File: src/rtl/nus_pkg.sv
// Shared definitions for the sample packer: lump geometry, time-code type and nsamp decode.
package nus_pkg;

  localparam int unsigned NSAMP_W = 3;
  localparam int unsigned LANES   = 8;
  localparam int unsigned LUMP_W  = 75;

  typedef logic [8:0] tcode_t;

  // nsamp of zero encodes a full group of eight samples.
  function automatic logic [3:0] nsamp_decode(logic [NSAMP_W-1:0] nsamp);
    return (nsamp == '0) ? 4'd8 : {1'b0, nsamp};
  endfunction

endpackage

File: src/rtl/nus_lane_compactor.sv
// Combinational next-buffer: drop popped entries off the front, append n new samples at base.
module nus_lane_compactor
  import nus_pkg::*;
#(
  parameter int unsigned word_size = 9,
  parameter int unsigned buf_depth = 16
) (
  input  logic [buf_depth*word_size-1:0] buf_cur,
  input  logic [3:0]                     popped,
  input  logic [4:0]                     base,
  input  logic [3:0]                     n,
  input  logic                           wr,
  input  logic [LANES*word_size-1:0]     samples,
  output logic [buf_depth*word_size-1:0] buf_nxt
);

  always_comb begin
    logic [4:0] src;
    logic [4:0] rel;
    buf_nxt = '0;
    src     = '0;
    rel     = '0;
    for (int i = 0; i < int'(buf_depth); i++) begin
      src = 5'(i) + {1'b0, popped};
      rel = 5'(i) - base;
      if (5'(i) < base) begin
        if (src < 5'(buf_depth)) begin
          buf_nxt[i*word_size +: word_size] = buf_cur[src*word_size +: word_size];
        end
      end else if (wr && (rel < {1'b0, n})) begin
        buf_nxt[i*word_size +: word_size] = samples[rel[2:0]*word_size +: word_size];
      end
      // Entries past the new fill level are left zero so stale codes never linger.
    end
  end

endmodule

File: src/rtl/nus_sample_packer.sv
// Packs variable-length time-code groups into fixed 8-sample words on a valid/ready stream.
module nus_sample_packer
  import nus_pkg::*;
#(
  parameter int unsigned word_size = 9,
  parameter int unsigned buf_depth = 16,
  parameter int unsigned drop_w    = 8
) (
  input  logic                         clk_in,
  input  logic                         resetb,
  input  logic                         in_en,
  input  logic [LUMP_W-1:0]            in_word,
  input  logic                         flush,
  output logic                         out_valid,
  input  logic                         out_ready,
  output logic [LANES*word_size-1:0]   out_data,
  output logic [3:0]                   out_cnt,
  output logic [7:0]                   out_seq,
  output logic                         overflow,
  output logic [drop_w-1:0]            drop_cnt
);

  logic [buf_depth*word_size-1:0] buf_q, buf_d;
  logic [4:0]                     count_q, count_d;
  logic                           flush_pend_q, flush_pend_d;
  logic [7:0]                     seq_q, seq_d;
  logic                           overflow_q, overflow_d;
  logic [drop_w-1:0]              drop_q, drop_d;

  logic [3:0] n, popped;
  logic [4:0] base, space;
  logic       pop, push, drop;

  assign n = nsamp_decode(in_word[NSAMP_W-1:0]);

  always_comb begin
    out_cnt   = (count_q >= 5'd8) ? 4'd8 : count_q[3:0];
    out_valid = (count_q >= 5'd8) | (flush_pend_q & (count_q != 5'd0));
    out_data  = '0;
    for (int k = 0; k < int'(LANES); k++) begin
      if (4'(k) < out_cnt) begin
        out_data[k*word_size +: word_size] = buf_q[k*word_size +: word_size];
      end
    end
  end

  // Pop is resolved first so a full buffer being drained can still accept a group.
  always_comb begin
    pop     = out_valid & out_ready;
    popped  = pop ? out_cnt : 4'd0;
    base    = count_q - {1'b0, popped};
    space   = 5'(buf_depth) - base;
    push    = in_en & ({1'b0, n} <= space);
    drop    = in_en & ~push;
    count_d = base + (push ? {1'b0, n} : 5'd0);

    flush_pend_d = (flush_pend_q & ~pop) | flush;
    seq_d        = pop ? seq_q + 8'd1 : seq_q;
    overflow_d   = overflow_q | drop;
    drop_d       = (drop && (drop_q != '1)) ? drop_q + 1'b1 : drop_q;
  end

  nus_lane_compactor #(
    .word_size (word_size),
    .buf_depth (buf_depth)
  ) u_compactor (
    .buf_cur (buf_q),
    .popped  (popped),
    .base    (base),
    .n       (n),
    .wr      (push),
    .samples (in_word[LUMP_W-1:NSAMP_W]),
    .buf_nxt (buf_d)
  );

  always_ff @(posedge clk_in or negedge resetb) begin
    if (!resetb) begin
      buf_q        <= '0;
      count_q      <= '0;
      flush_pend_q <= 1'b0;
      seq_q        <= '0;
      overflow_q   <= 1'b0;
      drop_q       <= '0;
    end else begin
      buf_q        <= buf_d;
      count_q      <= count_d;
      flush_pend_q <= flush_pend_d;
      seq_q        <= seq_d;
      overflow_q   <= overflow_d;
      drop_q       <= drop_d;
    end
  end

  assign out_seq  = seq_q;
  assign overflow = overflow_q;
  assign drop_cnt = drop_q;

endmodule

File: config.mk
export PLATFORM = sky130hd
export DESIGN_NAME = nus_sample_packer
export DESIGN_NICKNAME = d
export VERILOG_FILES = /design/src/rtl/nus_pkg.sv /design/src/rtl/nus_lane_compactor.sv /design/src/rtl/nus_sample_packer.sv
export SDC_FILE = /design/constraint.sdc
export NUM_CORES = 1
export LEC_CHECK = 0
export BUFFER_PORTS_ARGS = -buffer_cell sky130_fd_sc_hd__buf_4
export CAP_MARGIN = 10
export CORE_MARGIN = 1
export CORE_UTILIZATION = 35
export CTS_CLUSTER_SIZE = 8
export DETAILED_ROUTE_END_ITERATION = 8
export PLACE_DENSITY = 0.49
export SLEW_MARGIN = 20
export SYNTH_ARGS = -nofsm -noshare
export SYNTH_HDL_FRONTEND = slang
export SYNTH_HIERARCHICAL = 1
export SYNTH_SLANG_ARGS = --single-unit
export TNS_END_PERCENT = 10
File: constraint.sdc
create_clock -name clk_in -period 8.45 [get_ports clk_in]
set_input_delay 1.69 -clock clk_in [delete_from_list [all_inputs] [get_ports clk_in]]
set_output_delay 1.69 -clock clk_in [all_outputs]
set_load 0.05 [all_outputs]
# Word level (Yosys, flattened, before mapping)
# Cells that the tools add are included.
# totals
output_inout_bits	94
wordCells	254
in_bits	80
regBits	167
# op_classes
multipliers	32
order_cmp	58
add_sub_neg	36
n_reduce_logical	19
n_mux	60
n_eq_ne	1
bitwise_logic	10
shift	32
# op_table
op	count
$shiftx A144 B10 Y9	16
$shiftx A72 B8 Y9	16
$mux W9	56
$mul A5 B4 Y9 const B	15
$mul A3 B4 Y7 const B	16
$lt A5 B4 Y1	16
$lt A5 B5 Y1 const B	15
$add A4 B4 Y5 const A	8
$lt A4 B5 Y1 const A	8
$sub A4 B5 Y5 const A	8
$add A3 B4 Y5 const A	4
$lt A3 B5 Y1 const A	4
$sub A3 B5 Y5 const A	4
$logic_and A1 B1 Y1	17
$add A8 B1 Y8 const B	2
$lt A3 B4 Y1 const A	4
$mux W4	4
$add A2 B4 Y5 const A	2
$lt A1 B5 Y1 const A	2
$lt A2 B5 Y1 const A	2
$sub A1 B5 Y5 const A	2
$sub A2 B5 Y5 const A	2
$lt A1 B4 Y1 const A	2
$lt A2 B4 Y1 const A	2
14 further kinds	21

# Longest topological paths before layout
# Gate-level depths: netlist (run 1).
# logic_depth
word_depth	12
depth_mapped	24
ltp_nobuf	23

# Hierarchy
# Netlist (run 1), hierarchy kept.
# modules_own_cells
mod	seq_area_each_um2	n_inst	area_each_um2	cells_each
nus_lane_compactor	0.0	1	11066.9	1213
nus_sample_packer	4179.0	1	5659.2	382

# Least setup slack after synthesis (run 1)
# OpenSTA, ideal clock, no wires.
# synth_path
path_kind	flip-flop to flip-flop
startpoint	register count_q[1]
endpoint	register buf_q[18]
required_ns	8.360
setup_ns	0.090
stages_incl_launch_ff	24
period_less_slack_ns	5.988
setup_slack_ns	2.462
t_arrival_ns	5.898
path_buffers	8
cell_sequence	dfrtp_1 nor3_1 o21ai_0 and2_1 buf_2 and3_1 ha_1 inv_1 fa_1 buf_2 buf_4 buf_4 inv_1 ha_1 buf_4 buf_4 buf_2 inv_1 ha_1 nand2_1 o21ai_0 a2111o_1 buf_1 o22ai_1
# synth_between
elab_chain_len	12
elab_cells_between_ends	24
classes_between	add/sub (4); mul (2); order compare (5); shift (2); mux (5); bitwise (4); reduce/logical (2)
# synth_lines
item	line_no	source
start, declared	nus_sample_packer.sv:24	logic [4:0] count_q, count_d;
start signal, assigned	nus_sample_packer.sv:86	count_q <= count_d;
branches (longest 2 deep; another with $ge A5 B4 Y1)	--	
$or A1 B1 Y1 *	nus_sample_packer.sv:38	out_valid = (count_q >= 5'd8) | (flush_pend_q & (count_q != 5'd0));
net out_valid	nus_sample_packer.sv:14	output logic out_valid,
$and A1 B1 Y1 *	nus_sample_packer.sv:49	pop = out_valid & out_ready;
$mux W4 *	nus_sample_packer.sv:50	popped = pop ? out_cnt : 4'd0;
net popped[0]	nus_sample_packer.sv:30	logic [3:0] n, popped;
$sub A5 B4 Y5 *	nus_sample_packer.sv:51	base = count_q - {1'b0, popped};
net base[1]	nus_sample_packer.sv:31	logic [4:0] base, space;
branches (longest 5 deep; another with $mul A3 B4 Y7)	--	
$mux W9 *	nus_lane_compactor.sv:26	if (5'(i) < base) begin
net buf_d[18]	nus_sample_packer.sv:23	logic [buf_depth*word_size-1:0] buf_q, buf_d;
end signal, assigned	nus_sample_packer.sv:85	buf_q <= buf_d;
end, declared	nus_sample_packer.sv:23	
# Mark *: on every way through the listed nets, which the timed path passes.
# A chain may end at the register's enable or synchronous reset.

# Worst setup path after layout (run 1)
# layout_path
startpoint	input port out_ready
endpoint	register buf_q[19]
# layout_between
elab_chain_len	9
elab_cells_between_ends	19
classes_between	add/sub (4); mul (2); order compare (4); shift (2); mux (4); bitwise (2); reduce/logical (1)
# layout_lines
item	line_no	source
start, declared	nus_sample_packer.sv:15	input logic out_ready,
$and A1 B1 Y1	nus_sample_packer.sv:49	
$mux W4	nus_sample_packer.sv:50	
net popped[0]	nus_sample_packer.sv:30	
$sub A5 B4 Y5	nus_sample_packer.sv:51	
net base[1]	nus_sample_packer.sv:31	
$sub A5 B5 Y5	nus_sample_packer.sv:52	space = 5'(buf_depth) - base;
$le A4 B5 Y1	nus_sample_packer.sv:53	push = in_en & ({1'b0, n} <= space);
$and A1 B1 Y1	nus_sample_packer.sv:53	
net push	nus_sample_packer.sv:32	logic pop, push, drop;
$logic_and A1 B1 Y1	nus_lane_compactor.sv:30	end else if (wr && (rel < {1'b0, n})) begin
$mux W9	nus_lane_compactor.sv:30	
$mux W9	nus_lane_compactor.sv:26	
net buf_d[19]	nus_sample_packer.sv:23	
# The timed path passes the listed nets, and every way through them passes these cells.

==> flow_metrics.py, run 1 <==
metrics = {
    "finish": {
        "fillCellCount": 4668,
        "mostFrequentLayoutCells": "mux2i_1 (257), buf_4 (202), dfrtp_1 (167)",
        "fin_util": 0.407,
        "drive_gt1_frac": 0.258,
        "fin_nets": 1827,
        "diodes": 0,
        "final_common_cell": "mux2i_1",
        "area_growth_syn_to_layout_pct": 14.0,
        "multi_input_area_um2": 11700,
        "seq_area_um2": 4180,
        "finalNonFillerCells": 2306,
    },
    "cts": {
        "cts.sinks": 167,
        "numCtsBuffers": 17,
        "ctsHoldBuffers": 0,
        "clk_pin_slew_ns": 0.07,
        "cts_tree": "yes",
        "cts_setup_buffers": 0,
        "clockRootBuffer": "clkbuf_16",
        "postCtsResizedCells": 0,
        "h-tree-depth": 4,
        "clock_path_buffers": 2,
        "clk_latency_ns": 0.46,
    },
    "job": {
        "cap_violations": 0,
    },
    "place": {
        "hpwlAfterDp_mm": 54.2,
        "port-buffer-count": 173,
        "gp_congestion": 0.971,
        "dp.cells": 2274,
    },
    "global_route": {
        "grt_usage": 0.296,
        "gr-total-overflow": 0,
        "first_global_vias": 14700,
        "antenna_found_initial": 1,
        "grt_max_degree": 114,
        "grt_pass1_wl_mm": 104,
    },
    "sta": {
        "fin_worst_skew_ns": 0.0129,
        "rsz0062_at_grt": "false",
        "timing.slew.headroom": 0.169,
        "period_share": 0.767,
        "clock.fmax_mhz": 154,
        "setup_viol": 0,
        "maxSlewViolCount": 0,
        "finalSetupTns_ns": 0,
        "worstMarginPinSlew_ns": 1.24,
        "hold_viol": 0,
        "fin_crit_ns": 6.48,
    },
    "worst_setup_path": {
        "crit_top_cell": "ha_1",
        "path_cells": "buf_4 > and2_1 > and3_4 > ha_1 > inv_1 > fa_4 > inv_1 > ha_1 > xor2_1 > ha_1 > nand2_1 > o21ai_2 > o21a_1 > nand2_1 > or2_0 > a2111o_1 > o22ai_1",
        "crit_required_ns": 8.82,
        "endpoint_kind": "flop",
        "worstPathMaxFanout": 21,
        "start_kind": "input pin",
        "critPathKind": "in2reg",
        "cp_num_buf_inv": 3,
        "arrival_ns": 6.85,
        "max_stage_delay_ns": 0.99,
        "crit_slowest_cell": "fa_4",
        "cp_top_family": "compound AO/OA/AOI/OAI gates",
    },
    "route": {
        "vias": 15400,
        "dr.pass1.iters": 7,
        "viasPerCell": 6.67,
        "avgRoutedWirePerCell_um": 31.2,
        "remaining_drc_errors": 16,
        "drt_wl_total_mm": 71.9,
        "drtIter0Drc": 2004,
        "ant_nets": 0,
    },
    "synth": {
        "avgSynthCellArea_um2": 10.5,
        "synth.distinct_cells": 79,
        "synthArstFlopShare": 1.00,
        "synth-edff-count": 0,
        "syn_nets": 1736,
        "seq_area_frac_synth": 0.250,
        "ys_ff_latch": 167,
        "synth.cell_area_um2": 16700,
        "synth_warnings": 6,
        "syn_inst": 1595,
        "ys.flop_type": "dfrtp_1",
    },
    "die": {
        "row_count": 79,
        "dieHeight_um": 221,
        "die_area_um2": 48700,
        "initial_utilization": 0.357,
        "num_io_pins": 174,
        "core_area_um2": 46900,
        "die_w_um": 221,
    },
    "min_path": {
        "hold_class": "reg2reg",
    },
    "outcome": {
        "violations": "design-rule violations",
        "status": "finished, violations left",
    },
}
==> worst register-to-register path: cells and delay by family, from the launching register on <==
family                   cells  cell delay [ns]
AO/OA/AOI/OAI                5             2.03
adder cells (fa/ha/maj)      4             1.68
AND/OR/NAND/NOR              6             1.43
flip-flops                   1             0.55
buffers and inverters        2             0.22
XOR/XNOR                     1             0.17
==> cells in the mapped netlist, types with 6 or more instances <==
cell type | instances | share of area
mux2i_1 | 257 | 0.15
dfrtp_1 | 167 | 0.25
mux4_2 | 127 | 0.17
o22ai_1 | 124 | 0.046
ha_1 | 59 | 0.044
and2_1 | 55 | 0.021
nand3_1 | 55 | 0.016
nand2_1 | 47 | 0.011
buf_2 | 45 | 0.013
o21ai_0 | 45 | 0.013
clkbuf_1 | 44 | 0.0099
nor2b_1 | 44 | 0.016
inv_1 | 41 | 0.0092
o221ai_1 | 35 | 0.018
buf_4 | 28 | 0.013
a21oi_1 | 27 | 0.0081
nor2_1 | 26 | 0.0058
o21ai_1 | 26 | 0.0078
mux2_2 | 25 | 0.017
o211ai_1 | 20 | 0.0090
o2bb2ai_1 | 20 | 0.010
nand3b_1 | 18 | 0.0081
nor3_1 | 18 | 0.0054
o31ai_1 | 18 | 0.0081
xor2_1 | 18 | 0.0094
a22oi_1 | 16 | 0.0072
nand2b_1 | 16 | 0.0060
xnor2_1 | 16 | 0.0084
o2111ai_1 | 13 | 0.0068
a211oi_1 | 11 | 0.0049
a21o_1 | 9 | 0.0040
a221oi_1 | 9 | 0.0047
o32ai_1 | 9 | 0.0047
a211oi_2 | 8 | 0.0060
buf_1 | 8 | 0.0018
a2111o_1 | 7 | 0.0047
inv_2 | 7 | 0.0016
or3_1 | 7 | 0.0026
and3_1 | 6 | 0.0022
buf_6 | 6 | 0.0040
==> cells by family (layout without fill, tap and decap cells) <==
group           after synthesis  after routing  synth area share
compound gates              421            421             0.177
xor+xnor                     37             37            0.0214
fa+ha+maj                    61             61            0.0465
buf+inv                     180            284            0.0537
flops                       167            167             0.250
mux                         412            412             0.345
simple gates                317            317             0.107
==> final cells by class <==
type	count	share of cell area
clock buffers	22	0.0249
clock inverters	10	0.0101
inverters	48	0.00971
multi-input cells	1248	0.615
flip-flops and latches	167	0.219
well taps	607	0.0398
repair buffers	204	0.0812
==> flip-flops by register name, indices dropped and copies added, names as in the netlist <==
name / flops
buf_q: 144
overflow: 1
drop_cnt: 8
out_seq: 8
count_q: 5
flush_pend_q: 1
==> path summary, 6_finish.rpt <==
check	start	endpoint	slack [ns]	depth (start not counted)
worst min-delay path	overflow	overflow	0.47	1
worst max-delay path	out_ready	buf_q[19]	1.97	17
worst max register to register	count_q[1]	buf_q[19]	2.29	18
max in group asynchronous	resetb	buf_q[31]	5.94	2
min in group asynchronous	resetb	drop_cnt[5]	1.18	1
worst min register to register	overflow	overflow	0.47	1
==> layer usage <==
metal | wire length, um | track usage
met3 | 8340 | 0.0961
met1 | 33000 | 0.445
met4 | 1510 | 0.0726
met5 | 0 | 0.0172
met2 | 29100 | 0.401
==> metrics by stage <==
stage,setup slack (ns),hold WS [ns],instance area [um^2]
floorplan,2.46,0.486,16700
global placement,1.63,0.442,18400
detailed placement,1.59,0.448,18400
CTS,2.05,0.472,19100
global route,1.74,0.486,19100
finish,1.97,0.468,19100
Power of run 1 is left out: the tool's default activity adds up to more than one toggle a clock period on the data nets, which glitch-free logic cannot reach.
==> inputs of run 2 (changes only) <==
--- a/config.mk
+++ b/config.mk
@@ -5,13 +5,14 @@
 export SDC_FILE = /design/constraint.sdc
 export NUM_CORES = 1
 export LEC_CHECK = 0
+export ABC_AREA = 1
 export BUFFER_PORTS_ARGS = -buffer_cell sky130_fd_sc_hd__buf_4
 export CAP_MARGIN = 10
 export CORE_MARGIN = 1
 export CORE_UTILIZATION = 35
 export CTS_CLUSTER_SIZE = 8
 export DETAILED_ROUTE_END_ITERATION = 8
-export PLACE_DENSITY = 0.49
+export PLACE_DENSITY = 0.51
 export SLEW_MARGIN = 20
 export SYNTH_ARGS = -nofsm -noshare
 export SYNTH_HDL_FRONTEND = slang
==> constraint.sdc (replaced) <==
create_clock -name clk_in -period 5.3 [get_ports clk_in]
set_input_delay 1.06 -clock clk_in [delete_from_list [all_inputs] [get_ports clk_in]]
set_output_delay 1.06 -clock clk_in [all_outputs]
set_load 0.05 [all_outputs]
==> run 2 against run 1 <==
Design area increased by 2.0%; global-route usage rose by 5.4 points; setup slack worse by 1.6 ns; critical path type is now reg2reg; the flow now finishes without violations; sequential share of layout area shrank 0.43 points; critical path depth is 5 higher.
==> flow_metrics.py, run 2 <==
metrics = {
    "sta": {
        "finalSetupTns_ns": 0,
        "clock.fmax_mhz": 203,
        "timing.slew.headroom": 0.169,
        "hold_viol": 0,
        "fin_worst_skew_ns": 0.0169,
        "hold_slack_ns": 0.461,
        "rsz0062_at_grt": "false",
        "fin_crit_ns": 4.92,
        "worstMarginPinSlew_ns": 1.24,
        "setup_viol": 0,
        "setup_slack_ns": 0.380,
        "period_share": 0.928,
        "maxSlewViolCount": 0,
    },
    "min_path": {
        "hold_class": "reg2reg",
        "min-delay-start": "overflow",
        "holdPathEnd": "overflow",
        "whs_path_depth": 1,
    },
    "cts": {
        "clock_path_buffers": 2,
        "clockRootBuffer": "clkbuf_16",
        "clk_pin_slew_ns": 0.07,
        "cts_setup_buffers": 0,
        "numCtsBuffers": 17,
        "h-tree-depth": 4,
        "clk_latency_ns": 0.50,
        "cts.sinks": 167,
        "ctsHoldBuffers": 0,
        "cts_tree": "yes",
        "postCtsResizedCells": 0,
    },
    "die": {
        "row_count": 80,
        "initial_utilization": 0.356,
        "dieHeight_um": 223,
        "core_area_um2": 47900,
        "num_io_pins": 174,
        "die_area_um2": 49700,
        "die_w_um": 223,
    },
    "worst_setup_path": {
        "cp_num_buf_inv": 6,
        "rrSetupSlack_ns": 0.38,
        "crit_slowest_cell": "nor2_1",
        "crit_required_ns": 5.74,
        "cp_top_family": "simple AND/OR/NAND/NOR gates",
        "r2r-start": "count_q[4]",
        "max_stage_delay_ns": 0.95,
        "critPathKind": "reg2reg",
        "path_cells": "inv_2 > nand2_4 > nor2_4 > nand2_4 > nor2_2 > o21ai_4 > nand2_4 > buf_4 > nor2_4 > inv_1 > ha_1 > inv_1 > nand3_1 > nand2_1 > inv_1 > clkinv_1 > ha_1 > a21oi_1 > a21oi_1 > nor2_1 > nand2_1 > nand2_1",
        "start_kind": "flop",
        "endpoint_kind": "flop",
        "worstPathMaxFanout": 12,
        "r2r_end": "buf_q[75]",
        "arrival_ns": 5.36,
        "worst_r2r_path_depth": 22,
    },
    "synth": {
        "syn_nets": 3094,
        "synth_commonest_cells": "nand2_1 (1276), nand3_1 (638), nor2_1 (184), inv_1 (183), dfrtp_1 (167)",
        "avgSynthCellArea_um2": 5.78,
        "syn_inst": 2953,
        "synth.distinct_cells": 48,
        "synth-edff-count": 0,
        "yosysTopAreaCell": "nand2_1",
        "synth.cell_area_um2": 17100,
        "synth_warnings": 6,
        "synthArstFlopShare": 1.00,
        "synth_top_area_share": 0.281,
        "ys_ff_latch": 167,
        "netlist_top_cells_area": "nand2_1 (28%), dfrtp_1 (24%), nand3_1 (19%)",
        "ys.flop_type": "dfrtp_1",
        "seq_area_frac_synth": 0.245,
        "yosysMostFrequentCell": "nand2_1",
    },
    "place": {
        "port-buffer-count": 173,
        "hpwlAfterDp_mm": 68.6,
        "gp_congestion": 0.960,
        "pre_cts_slack_ns": 0.333,
    },
    "route": {
        "avgRoutedWirePerCell_um": 23.7,
        "ant_nets": 0,
        "dr.pass1.iters": 6,
        "remaining_drc_errors": 0,
        "viasPerCell": 5.60,
        "drt_wl_total_mm": 87.3,
        "vias": 20600,
        "drtIter0Drc": 2765,
    },
    "job": {
        "cap_violations": 0,
    },
    "finish": {
        "fillCellCount": 5404,
        "mostFrequentLayoutCells": "nand2_1 (1275), nand3_1 (638), buf_4 (225)",
        "largest_reg_flops": 144,
        "final_common_cell": "nand2_1",
        "area_growth_syn_to_layout_pct": 13.9,
        "fin_nets": 3195,
        "top_register": "buf_q",
        "fin_util": 0.406,
        "drive_gt1_frac": 0.108,
    },
    "global_route": {
        "grt_usage": 0.350,
        "grt_busiest_layer": "met2",
        "met1_usage": 0.489,
        "gr-total-overflow": 0,
        "grt_max_degree": 126,
        "use_met3": 0.103,
        "grt_use_met2": 0.517,
        "first_global_vias": 18700,
        "antenna_found_initial": 4,
        "grt_pass1_wl_mm": 127,
    },
    "outcome": {
        "status": "finished clean",
    },
}
[run 2: worst register-to-register path: stages (launching register included)]
cell,delay [ns]
dfrtp_1,0.38
inv_2,0.07
nand2_4,0.12
nor2_4,0.06
nand2_4,0.13
nor2_2,0.08
o21ai_4,0.16
nand2_4,0.06
buf_4,0.18
nor2_4,0.11
inv_1,0.06
ha_1,0.37
inv_1,0.08
nand3_1,0.08
nand2_1,0.12
inv_1,0.37
clkinv_1,0.17
ha_1,0.43
a21oi_1,0.53
a21oi_1,0.12
nor2_1,0.95
nand2_1,0.14
nand2_1,0.10
[run 2: metrics by stage]
step | std cells | cell area [um^2]
final | 3682 | 19400
after floorplan | 2953 | 17100
after CTS | 3681 | 19400
after global placement | 3650 | 18900
after global routing | 3681 | 19400
after detailed placement | 3650 | 18900
[run 2: layout make-up]
type                    instances  area, um^2  share of cell area
diodes                          1        2.50            0.000129
clock buffers                  19         453              0.0233
clock inverters                12         116             0.00598
inverters                     204         779              0.0401
multi-input cells            2437       11400               0.588
flip-flops and latches        167        4180               0.215
well taps                     615         769              0.0396
repair buffers                227        1720              0.0885
[run 2: per-layer routing]
| layer | up-vias | share of wire |
|---|---|---|
| li1 | 9732 | - |
| met2 | 1096 | 0.43 |
| met4 | 4 | 0.027 |
| met3 | 117 | 0.11 |
| met5 | - | 0.00032 |
| met1 | 9655 | 0.44 |
[run 2: how the worst max path moves through the flow]
stage | start | to | slack (ns) | cells past startpoint
floorplan | count_q[4] | buf_q[45] | 0.26 | 28
global placement | out_ready | buf_q[120] | 0.33 | 17
global route | count_q[4] | buf_q[73] | 0.06 | 21
CTS | count_q[4] | buf_q[36] | 0.46 | 30
detailed placement | out_ready | buf_q[36] | 0.33 | 28
finish | count_q[4] | buf_q[75] | 0.38 | 22
[run 2: kinds of logic after synthesis]
| group | synth area share |
|---|---|
| flops | 0.245 |
| simple gates | 0.543 |
| compound gates | 0.0649 |
| fa+ha+maj | 0.0456 |
| xor+xnor | 0.0144 |
| buf+inv | 0.0874 |
Power of run 2 is left out for the same reason.
